### config.mk
export PLATFORM = sky130hd
export DESIGN_NAME = enq_queue_arbiter_flat
export DESIGN_NICKNAME = d
export VERILOG_FILES = /design/src/rtl/enq_queue_arbiter_if.sv /design/src/rtl/enq_queue_arbiter.sv /design/src/flat_wrapper.sv
export SDC_FILE = /design/constraint.sdc
export NUM_CORES = 1
export LEC_CHECK = 0
export CAP_MARGIN = 20
export CORE_MARGIN = 1
export CORE_UTILIZATION = 50
export DETAILED_ROUTE_END_ITERATION = 8
export GPL_TIMING_DRIVEN = 1
export PLACE_DENSITY = 0.84
export SYNTH_ARGS = -nofsm -noshare
export SYNTH_HDL_FRONTEND = slang
export SYNTH_SLANG_ARGS = --single-unit
export TNS_END_PERCENT = 5
### constraint.sdc
create_clock -name CLK -period 4.2 [get_ports CLK]
set_input_delay 0.42 -clock CLK [delete_from_list [all_inputs] [get_ports CLK]]
set_output_delay 0.42 -clock CLK [all_outputs]
set_load 0.03 [all_outputs]
### src/rtl/enq_queue_arbiter_if.sv
// Method-style bundle between two producers, the arbiter and the shared downstream queue.
// Every port uses the EN_/RDY_ enqueue handshake.
interface enq_queue_arbiter_if #(
    parameter int DATA_WIDTH = 32
);
    logic                  EN_A_enqueue;
    logic [DATA_WIDTH-1:0] A_enqueue_data;
    logic                  RDY_A_enqueue;

    logic                  EN_B_enqueue;
    logic [DATA_WIDTH-1:0] B_enqueue_data;
    logic                  RDY_B_enqueue;

    logic                  EN_Q_enqueue;
    logic [DATA_WIDTH-1:0] Q_enqueue_data;
    logic                  Q_src;
    logic                  RDY_Q_enqueue;

    // The arbiter side of the bundle.
    modport slave (
        input  EN_A_enqueue, A_enqueue_data,
        output RDY_A_enqueue,
        input  EN_B_enqueue, B_enqueue_data,
        output RDY_B_enqueue,
        output EN_Q_enqueue, Q_enqueue_data, Q_src,
        input  RDY_Q_enqueue
    );

    // The producers and downstream queue.
    modport master (
        output EN_A_enqueue, A_enqueue_data,
        input  RDY_A_enqueue,
        output EN_B_enqueue, B_enqueue_data,
        input  RDY_B_enqueue,
        input  EN_Q_enqueue, Q_enqueue_data, Q_src,
        output RDY_Q_enqueue
    );
endinterface

### src/rtl/enq_queue_arbiter.sv
// Weighted round-robin arbiter sharing one downstream enqueue port between requesters A and B.
// Each side has a 2-entry input FIFO, and a single registered output slot feeds the queue.
module enq_queue_arbiter #(
    parameter int DATA_WIDTH = 32,
    parameter int WEIGHT_A   = 1,
    parameter int WEIGHT_B   = 1
) (
    input  logic               CLK,
    input  logic               RST,
    enq_queue_arbiter_if.slave bus
);
    typedef enum logic {SIDE_A = 1'b0, SIDE_B = 1'b1} side_e;

    localparam logic [7:0] WeightA = 8'(WEIGHT_A);
    localparam logic [7:0] WeightB = 8'(WEIGHT_B);

    logic [DATA_WIDTH-1:0] memA_q [2];
    logic [DATA_WIDTH-1:0] memB_q [2];
    logic                  rdPtrA_q, rdPtrA_d, wrPtrA_q, wrPtrA_d;
    logic                  rdPtrB_q, rdPtrB_d, wrPtrB_q, wrPtrB_d;
    logic [1:0]            cntA_q, cntA_d, cntB_q, cntB_d;

    logic                  outValid_q, outValid_d;
    logic [DATA_WIDTH-1:0] outData_q, outData_d;
    side_e                 outSrc_q, outSrc_d;

    side_e                 cur_q, cur_d;
    logic [7:0]            run_q, run_d;

    logic                  pushA, pushB, popA, popB;
    logic                  outFree, move;
    side_e                 winner;
    logic [7:0]            curWeight;

    // Ready depends only on state and reset, so no EN input can reach any RDY output.
    assign bus.RDY_A_enqueue  = !RST && (cntA_q != 2'd2);
    assign bus.RDY_B_enqueue  = !RST && (cntB_q != 2'd2);
    assign bus.EN_Q_enqueue   = !RST && outValid_q && bus.RDY_Q_enqueue;
    assign bus.Q_enqueue_data = RST ? '0 : outData_q;
    assign bus.Q_src          = !RST && (outSrc_q == SIDE_B);

    assign pushA = bus.EN_A_enqueue && bus.RDY_A_enqueue;
    assign pushB = bus.EN_B_enqueue && bus.RDY_B_enqueue;

    always_comb begin
        outFree   = !outValid_q || bus.RDY_Q_enqueue;
        move      = outFree && ((cntA_q != 2'd0) || (cntB_q != 2'd0));
        curWeight = (cur_q == SIDE_A) ? WeightA : WeightB;

        // Work-conserving: the owner wins when it has data, otherwise the other side does.
        if (cur_q == SIDE_A) begin
            winner = (cntA_q != 2'd0) ? SIDE_A : SIDE_B;
        end else begin
            winner = (cntB_q != 2'd0) ? SIDE_B : SIDE_A;
        end

        popA = move && (winner == SIDE_A);
        popB = move && (winner == SIDE_B);

        outValid_d = outValid_q;
        outData_d  = outData_q;
        outSrc_d   = outSrc_q;
        cur_d      = cur_q;
        run_d      = run_q;

        if (move) begin
            outValid_d = 1'b1;
            outSrc_d   = winner;
            outData_d  = (winner == SIDE_A) ? memA_q[rdPtrA_q] : memB_q[rdPtrB_q];
            // Only grants to the owner count toward its weight; borrowed grants leave priority alone.
            if (winner == cur_q) begin
                if (run_q + 8'd1 == curWeight) begin
                    cur_d = (cur_q == SIDE_A) ? SIDE_B : SIDE_A;
                    run_d = 8'd0;
                end else begin
                    run_d = run_q + 8'd1;
                end
            end
        end else if (outFree) begin
            outValid_d = 1'b0;
        end

        cntA_d   = cntA_q + 2'(pushA) - 2'(popA);
        cntB_d   = cntB_q + 2'(pushB) - 2'(popB);
        rdPtrA_d = rdPtrA_q ^ popA;
        wrPtrA_d = wrPtrA_q ^ pushA;
        rdPtrB_d = rdPtrB_q ^ popB;
        wrPtrB_d = wrPtrB_q ^ pushB;
    end

    // Buffer storage needs no reset; the counts alone decide what is valid.
    always_ff @(posedge CLK) begin
        if (pushA) memA_q[wrPtrA_q] <= bus.A_enqueue_data;
        if (pushB) memB_q[wrPtrB_q] <= bus.B_enqueue_data;
    end

    always_ff @(posedge CLK) begin
        if (RST) begin
            cntA_q     <= 2'd0;
            cntB_q     <= 2'd0;
            rdPtrA_q   <= 1'b0;
            wrPtrA_q   <= 1'b0;
            rdPtrB_q   <= 1'b0;
            wrPtrB_q   <= 1'b0;
            outValid_q <= 1'b0;
            outData_q  <= '0;
            outSrc_q   <= SIDE_A;
            cur_q      <= SIDE_A;
            run_q      <= 8'd0;
        end else begin
            cntA_q     <= cntA_d;
            cntB_q     <= cntB_d;
            rdPtrA_q   <= rdPtrA_d;
            wrPtrA_q   <= wrPtrA_d;
            rdPtrB_q   <= rdPtrB_d;
            wrPtrB_q   <= wrPtrB_d;
            outValid_q <= outValid_d;
            outData_q  <= outData_d;
            outSrc_q   <= outSrc_d;
            cur_q      <= cur_d;
            run_q      <= run_d;
        end
    end
endmodule

### src/flat_wrapper.sv
// flat-port wrapper written by rule: the top's interface ports become plain ports
module enq_queue_arbiter_flat 
#(
    parameter int DATA_WIDTH = 32,
    parameter int WEIGHT_A   = 1,
    parameter int WEIGHT_B   = 1
)
  (CLK, RST, bus_EN_A_enqueue, bus_A_enqueue_data, bus_RDY_A_enqueue, bus_EN_B_enqueue, bus_B_enqueue_data, bus_RDY_B_enqueue, bus_EN_Q_enqueue, bus_Q_enqueue_data, bus_Q_src, bus_RDY_Q_enqueue);
  enq_queue_arbiter_if #(.DATA_WIDTH(DATA_WIDTH)) bus_i ();
  input  logic CLK;
  input  logic RST;
  input wire logic [$bits(bus_i.EN_A_enqueue)-1:0] bus_EN_A_enqueue;
  input wire logic [$bits(bus_i.A_enqueue_data)-1:0] bus_A_enqueue_data;
  output wire logic [$bits(bus_i.RDY_A_enqueue)-1:0] bus_RDY_A_enqueue;
  input wire logic [$bits(bus_i.EN_B_enqueue)-1:0] bus_EN_B_enqueue;
  input wire logic [$bits(bus_i.B_enqueue_data)-1:0] bus_B_enqueue_data;
  output wire logic [$bits(bus_i.RDY_B_enqueue)-1:0] bus_RDY_B_enqueue;
  output wire logic [$bits(bus_i.EN_Q_enqueue)-1:0] bus_EN_Q_enqueue;
  output wire logic [$bits(bus_i.Q_enqueue_data)-1:0] bus_Q_enqueue_data;
  output wire logic [$bits(bus_i.Q_src)-1:0] bus_Q_src;
  input wire logic [$bits(bus_i.RDY_Q_enqueue)-1:0] bus_RDY_Q_enqueue;
  assign bus_i.EN_A_enqueue = bus_EN_A_enqueue;
  assign bus_i.A_enqueue_data = bus_A_enqueue_data;
  assign bus_RDY_A_enqueue = bus_i.RDY_A_enqueue;
  assign bus_i.EN_B_enqueue = bus_EN_B_enqueue;
  assign bus_i.B_enqueue_data = bus_B_enqueue_data;
  assign bus_RDY_B_enqueue = bus_i.RDY_B_enqueue;
  assign bus_EN_Q_enqueue = bus_i.EN_Q_enqueue;
  assign bus_Q_enqueue_data = bus_i.Q_enqueue_data;
  assign bus_Q_src = bus_i.Q_src;
  assign bus_i.RDY_Q_enqueue = bus_RDY_Q_enqueue;
  enq_queue_arbiter #(.DATA_WIDTH(DATA_WIDTH), .WEIGHT_A(WEIGHT_A), .WEIGHT_B(WEIGHT_B)) u_core (.CLK(CLK), .RST(RST), .bus(bus_i));
endmodule
**After elaboration in Yosys (flattened, before gate mapping)**

Memory sizes are Yosys's and may differ from the RTL's. A register that Yosys moved wholly into a read port is not among the register bits.
Cells that the tools add are included.
Widths: inputs -> output; s select.

- Bits of input ports: 69
- Memory bits (read-only): 0
- Register bits: 51
- RAM bits: 128
- Output and inout port bits: 36
- Bits in latches: 0
- Memories: 2

- Muxes and demuxes: 15
- Eq/ne operators: 4
- Magnitude comparators: 0
- Divide/modulo/power cells: 0
- Shift-type cells: 0
- Reductions and logical operators: 19
- Bitwise gates (word level): 5
- Add/subtract/negate cells: 5
- Multiply operators: 0

Memories:

| name | words | width | rd ports | clocked after memory_dff | wr ports | line | RTL |
|---|---|---|---|---|---|---|---|
| u_core.memA_q | 2 | 32 | 1 | 1 | 1 | enq_queue_arbiter.sv:17 | `logic [DATA_WIDTH-1:0] memA_q [2];` |
| u_core.memB_q | 2 | 32 | 1 | 1 | 1 | enq_queue_arbiter.sv:18 | `logic [DATA_WIDTH-1:0] memB_q [2];` |

Operators by type and width:

| operator | number |
|---|---|
| $mux 32 | 2 |
| $mux 1 | 12 |
| $logic_and 1x1->1 | 10 |
| $add 8x1->8 const B | 1 |
| $eq 8x1->1 const B | 1 |
| $mux 8 | 1 |
| $reduce_bool 2->1 | 3 |
| $add 2x1->2 | 2 |
| $ne 2x2->1 const B | 2 |
| $sub 2x1->2 | 2 |
| $xor 1x1->1 | 4 |
| $reduce_and 3->1 | 1 |
| $logic_not 1->1 | 2 |
| $logic_or 1x1->1 | 2 |
| $reduce_and 2->1 | 1 |
| $eq 1x1->1 | 1 |
| $not 1->1 | 1 |

**Longest topological paths before layout**

Gate-level depths: netlist (run 1).

- Depth in word-level cells: 7
- Mapped depth: 10

**Worst setup path after synthesis (run 1)**

OpenSTA, ideal clock, no wires.

- Path type: in2reg
- Start: input RST
- End: memory u_core.memB_q[1][0], enable pin
- Stages on the path: 4
- Path buffers: 1
- Slack: 1577 ps
- Arrival time: 2231 ps
- Required time: 3808 ps
- Setup time: 392 ps
- Cell sequence: clkbuf_1 a21oi_1 and2_1 ha_1

- Longest elaborated chain between the ends: 5

RTL lines:

| element | line | RTL |
|---|---|---|
| start, declared | flat_wrapper.sv:11 | `input logic RST;` |
| $logic_not 1->1 | enq_queue_arbiter.sv:37 | `assign bus.RDY_B_enqueue = !RST && (cntB_q != 2'd2);` |
| $logic_and 1x1->1 | enq_queue_arbiter.sv:37 |  |
| net bus_RDY_B_enqueue | flat_wrapper.sv:17 | `output wire logic [$bits(bus_i.RDY_B_enqueue)-1:0] bus_RDY_B_enqueue;` |
| $logic_and 1x1->1 | enq_queue_arbiter.sv:43 | `assign pushB = bus.EN_B_enqueue && bus.RDY_B_enqueue;` |
| $mux 1 | enq_queue_arbiter.sv:94 | `if (pushB) memB_q[wrPtrB_q] <= bus.B_enqueue_data;` |
| $mux 1 (implied by the code) | enq_queue_arbiter.sv:94 |  |
| end, declared | enq_queue_arbiter.sv:18 |  |

The timed path passes the listed nets, and every way through them passes these cells.

**Worst setup path after layout (run 1)**

- Start: register u_core.cur_q
- End: register u_core.cntB_q[1]

- Longest elaborated chain between the ends: 3

RTL lines:

| element | line | RTL |
|---|---|---|
| start, declared | enq_queue_arbiter.sv:27 | `side_e cur_q, cur_d;` |
| start signal, assigned | enq_queue_arbiter.sv:120 | `cur_q <= cur_d;` |
| $mux 1 | enq_queue_arbiter.sv:51 | `if (cur_q == SIDE_A) begin` |
| $logic_and 1x1->1 | enq_queue_arbiter.sv:58 | `popB = move && (winner == SIDE_B);` |
| $sub 2x1->2 | enq_queue_arbiter.sv:84 | `cntB_d = cntB_q + 2'(pushB) - 2'(popB);` |
| end signal, assigned | enq_queue_arbiter.sv:112 | `cntB_q <= cntB_d;` |
| end, declared | enq_queue_arbiter.sv:21 | `logic [1:0] cntA_q, cntA_d, cntB_q, cntB_d;` |

Every way passes these cells.
A chain may end at the register's enable or synchronous reset.

==> impl_metrics.csv, run 1 <==
group,metric,value,unit
clocking,ctsResizeCount,0,
clocking,root_buffer,"clkbuf_16",
placement,placedCellCount,786,
sta,fin_crit_sh,61.82,%
placement,place_congestion,0.7465,
yosys,syn_avg_cell_area,13.52,um2
clocking,clock_sinks,179,
cells_and_area,final_common_cell,"edfxtp_1",
setup_path,path_max_fanout,65,
cells_and_area,nets,705,
yosys,syn_inst,530,
cells_and_area,area_growth_syn_to_layout,25.54,%
clocking,clk_pin_slew,60,ps
sta,worstMarginPinSlew,922.2,ps
cells_and_area,final_layout_size_suffix_gt1_share,12.68,%
drt,routedWlPerCell,17.79,um
sta,max-slew-margin-rel,38.52,%
clocking,cts_tree,"yes",
yosys,yosys_most_used_dff,"edfxtp_1",
power,p_leak,3.031,nW
yosys,ys_warn_count,0,
setup_path,worstSetupPathType,"reg -> reg",
cells_and_area,final_util,64.53,%
drt,num_vias,4396,
sta,finalHoldViolations,0,
yosys,synth_seq_cells,179,
yosys,synth_area,7163,um2
drt,vias_per_cell,5.368,
yosys,yosysSeqAreaShare,67.91,%
job,cap_violations,0,
yosys,synth.area.top_cells,"edfxtp_1, dfxtp_1, mux2_2",
setup_path,cp-start-kind,"flip-flop",
outcome,status,"complete, no violations",
global_route,grt_max_degree,66,
clocking,insertion_delay,420,ps
clocking,cts_buffers,17,
clocking,ctsLongestPathBuffers,2,
clocking,hold_buffers,0,
yosys,async_reset_ff_share,0,%
drt,dr.pass1.iters,4,
power,irDropWorstVdd,0.4509,mV
global_route,antenna_found_initial,0,
sta,setup-tns-final,0,ps
floorplan,start_util,51.41,%
floorplan,die_h,121.7,um
yosys,ys_types,34,
sta,whs,452.3,ps
sta,rsz0062_at_grt,"false",
clocking,cts_setup_buffers,0,
power,powerDensity,670.7,nW/um2
drt,drt_iter0_drc,213,
yosys,synth_top_area_share,53.66,%
placement,place.port_buffers,104,
sta,setup_viol,0,
hold_path,hold_class,"reg -> reg",
drt,wirelength,14570,um
global_route,grt_pass1_wl,22750,um
cells_and_area,mostFrequentLayoutCells,"edfxtp_1, clkdlybuf4s50_1, nand2_1",
global_route,grt_usage,20.82,%
cells_and_area,fin_cells,819,
placement,dp_hpwl,8980,um
floorplan,coreArea,13930,um2
floorplan,num_io_pins,105,
clocking,htree_levels,4,
sta,fin_crit,2597,ps
sta,clock.fmax,385.1,MHz
floorplan,dieArea,14810,um2
drt,ant_nets,0,
setup_path,crit_required,4500,ps
yosys,syn_nets,609,
sta,slew_violations,0,
yosys,yosys.area.top_type,"edfxtp_1",
setup_path,critPathCaptureType,"flip-flop",
floorplan,rows,43,
global_route,grt_overflow,0,
drt,drcViolationCount,0,
floorplan,fp.dieW,121.7,um
cells_and_area,n_antenna_cell,0,
yosys,synth_edf_count,128,
global_route,grt_pass1_vias,4474,
setup_path,critPathArrivalTime,2900,ps
sta,worst_clock_skew,5.725,ps
synthesized netlist by cell type (all sizes together) (10+ instances only):
| cell | instances |
|---|---|
| edfxtp | 128 |
| nand2 | 68 |
| mux2i | 34 |
| nor2 | 19 |
| o211ai | 32 |
| mux2 | 32 |
| ha | 10 |
| nor2b | 38 |
| dfxtp | 51 |
| clkbuf | 26 |
| a21oi | 35 |
power by group:
part / internal, W / leakage [nW] / switching (W)
clock: 0.000992 / 0.296 / 0.000645
sequential: 0.00218 / 1.59 / 0.000206
combinational: 0.000847 / 1.14 / 0.00116
total: 0.00402 / 3.03 / 0.00201
routing by layer:
metal	part of all wire, %	routed length [um]	global-route usage, %	vias up
met1	43	6208	26.07	2143
met3	5.6	823	5.009	12
met2	51	7405	35.72	125
met5	0	0	0	-
met4	0.91	133	6.250	0
li1	-	-	-	2116
critical path: stages, from the launching register on:
cell     delay, ps
dfxtp_1        380
nor3_1         630
nor2_4          60
buf_4          330
nor2_1         250
ha_1           270
inv_1           60
ha_1           150
xor2_1         180
xnor2_1        130
nor2_1          50
state kept, by name (all words and copies together) (netlist names):
signal,cells
u_core.run_q,8
u_core.outValid_q,1
u_core.cur_q,1
u_core.wrPtrA_q,1
u_core.outData_q,32
u_core.rdPtrB_q,1
u_core.wrPtrB_q,1
u_core.memA_q,64
u_core.rdPtrA_q,1
u_core.cntB_q,2
u_core.cntA_q,2
u_core.outSrc_q,1
u_core.memB_q,64
kinds of logic after synthesis:
kind of cell | share of synthesized area [%]
adders and majority gates | 1.747
and+or+nand+nor | 10.20
AOI/OAI and AO/OA | 6.620
buffers and inverters | 2.148
DFF | 67.91
muxes | 9.782
xor gates and xnor gates | 1.590
metrics by stage:
stage               area, um2  power, W  setup slack (ps)
finish                   8992  0.006032              1603
global route             8992  0.006352              1382
CTS                      8972  0.006063              1567
detailed placement       8358  0.004425              1336
global placement         8358  0.004348              1413
floorplan                7163  0.003805              1577
path summary, 6_finish.rpt:
kind | startpoint | endpoint | slack (ps) | cells after the start
max | u_core.cur_q | u_core.cntB_q[1] | 1600 | 10
max reg2reg | u_core.cur_q | u_core.cntB_q[1] | 1600 | 10
min | u_core.outData_q[24] | u_core.outData_q[24] | 450 | 2
min reg2reg | u_core.outData_q[24] | u_core.outData_q[24] | 450 | 2
area by class of cell:
class                   count  area [um2]
clock buffers              18       429.2
inverters                   8       30.03
repair buffers            109        1086
fillers                   980        4942
clock inverters            14       185.2
multi-input cells         311        2170
well taps                 180       225.2
flip-flops and latches    179        4867
(Power assumes the default switching activity.)
==> inputs of run 2 (changes only) <==
clock period = 2.51 ns   (was 4.2 ns; I/O delays follow)
==> impl_metrics.csv, run 2 (synthesis gave the netlist of run 1 again) <==
group,metric,value,unit
cells_and_area,reg_top3,"u_core.memA_q x64, u_core.memB_q x64, u_core.outData_q x32",
sta,clock.fmax,481.3,MHz
power,p_total,0.01042,W
placement,postPlaceCellArea,8531,um2
floorplan,start_util,51.41,%
cells_and_area,register_area,4867,um2
power,p_leak,3.127,nW
clocking,ctsResizeCount,0,
floorplan,rows,43,
drt,drt_iter0_drc,300,
drt,num_vias,4536,
drt,ant_nets,0,
clocking,ctsLongestPathBuffers,2,
power,powerDensity,1136,nW/um2
outcome,status,"complete, no violations",
cells_and_area,nets,717,
sta,setup_viol,0,
power,p_switching,0.003451,W
hold_path,min_path_cells,2,
sta,setup-tns-final,0,ps
global_route,antenna_found_initial,0,
cells_and_area,final_common_cell,"edfxtp_1",
global_route,grt_overflow,0,
floorplan,dieArea,14810,um2
cells_and_area,mostFrequentLayoutCells,"edfxtp_1, clkdlybuf4s50_1, nand2_1",
clocking,cts_buffers,17,
sta,fin_crit_sh,82.77,%
floorplan,fp.dieW,121.7,um
sta,worstMarginPinSlew,692.8,ps
global_route,grt_usage,22.05,%
clocking,root_buffer,"clkbuf_16",
setup_path,critPathArrivalTime,2390,ps
cells_and_area,fillers,976,
sta,max-slew-margin-rel,53.81,%
setup_path,path_max_fanout,4,
floorplan,num_io_pins,105,
placement,dp_hpwl,9744,um
cells_and_area,final_layout_size_suffix_gt1_share,14.13,%
cells_and_area,multi_input_area,2170,um2
power,p_comb_share,35.7,%
clocking,htree_levels,4,
setup_path,path_cells,"nor2b_1 -> or2_2 -> nor2_1 -> ha_1 -> inv_1 -> ha_1 -> xor2_1 -> xnor2_1 -> nor2_1",
drt,vias_per_cell,5.458,
sta,finalHoldViolations,0,
placement,place.port_buffers,104,
drt,dr.pass1.iters,5,
cells_and_area,area_growth_syn_to_layout,28.02,%
job,cap_violations,0,
clocking,cts_tree,"yes",
hold_path,worstHoldEndpoint,"u_core.outValid_q",
drt,drcViolationCount,0,
cells_and_area,final_util,65.81,%
setup_path,crit_required,2820,ps
clocking,cts_setup_buffers,0,
cells_and_area,n_antenna_cell,0,
floorplan,die_h,121.7,um
placement,place_congestion,0.7879,
global_route,grt_max_degree,65,
power,seq_power_share,37.3,%
clocking,clk_pin_slew,70,ps
setup_path,critPathCaptureType,"flip-flop",
global_route,grt_pass1_wl,24310,um
setup_path,worstSetupPathType,"reg -> reg",
sta,slew_violations,0,
drt,wirelength,15320,um
sta,whs,90.55,ps
setup_path,r2r.worst_path.cells,9,
hold_path,hold_class,"in -> reg",
setup_path,slowest_delay,430,ps
setup_path,reg2reg_to,"u_core.cntB_q[1]",
power,p_clk_share,27.0,%
setup_path,cp-start-kind,"flip-flop",
setup_path,reg2reg_from,"u_core.outValid_q",
clocking,hold_buffers,0,
drt,routedWlPerCell,18.44,um
power,p_int,0.006969,W
power,swShare,33.12,%
floorplan,coreArea,13930,um2
sta,rsz0062_at_grt,"false",
hold_path,min_from,"RST",
cells_and_area,finish.instance_area,9170,um2
clocking,clock_sinks,179,
power,irDropWorstVdd,0.5985,mV
global_route,grt_pass1_vias,4800,
setup_path,crit_slowest_cell,"nor2b_1",
sta,worst_clock_skew,11.82,ps
clocking,insertion_delay,420,ps
setup_path,reg2reg_slack,430,ps
sta,fin_crit,2078,ps
## run 2: final cells by class
| cell class | instances | area share (%) |
|---|---|---|
| clock buffer | 23 | 5.321 |
| clock inverter | 9 | 1.651 |
| inverter | 8 | 0.3275 |
| multi-input combinational | 311 | 23.66 |
| sequential | 179 | 53.08 |
| tap | 180 | 2.456 |
| timing repair buffer | 121 | 13.51 |
## run 2: power by group through the flow
stage / sequential, W / combinational [W] / clock [W]
3_3_place_gp: 0.00392 / 0.00358 / 0
6_report: 0.00389 / 0.00372 / 0.00281
4_1_cts: 0.00388 / 0.00374 / 0.00285
2_1_floorplan: 0.00384 / 0.00253 / 0
3_5_place_dp: 0.00394 / 0.00370 / 0
5_1_grt: 0.00393 / 0.00404 / 0.00297
## run 2: how the worst max path moves through the flow
stage	from	endpoint	slack, ps	cells after the start
2_1_floorplan	RST	u_core.memB_q[1][0]	60	4
3_3_place_gp	bus_RDY_Q_enqueue	u_core.cntB_q[1]	200	10
3_5_place_dp	bus_RDY_Q_enqueue	u_core.cntB_q[1]	80	10
4_1_cts	u_core.outValid_q	u_core.cntB_q[1]	430	9
5_1_grt	u_core.outValid_q	u_core.cntB_q[1]	260	9
6_report	u_core.outValid_q	u_core.cntB_q[1]	430	9
## run 2: worst max-delay path: cells and delay by family (launching register included)
| family | cells | cell delay (ps) |
|---|---|---|
| xor+xnor | 2 | 330 |
| fa+ha+maj | 2 | 480 |
| buf+inv | 1 | 40 |
| flops | 1 | 320 |
| simple gates | 4 | 810 |
## run 2: metal layers
layer / global-route usage (%) / routed length [um] / vias up
met3: 4.963 / 748 / 25
met5: 0 / 0 / -
met4: 8.951 / 268 / 0
met2: 37.39 / 7854 / 134
met1: 27.26 / 6452 / 2235
li1: - / - / 2142
## run 2: metrics by stage
stage          setup WS, ps  instances
2_1_floorplan         55.88        530
3_3_place_gp          199.2        799
3_5_place_dp          80.41        799
4_1_cts               431.4        831
5_1_grt               259.0        831
6_report              432.4        831
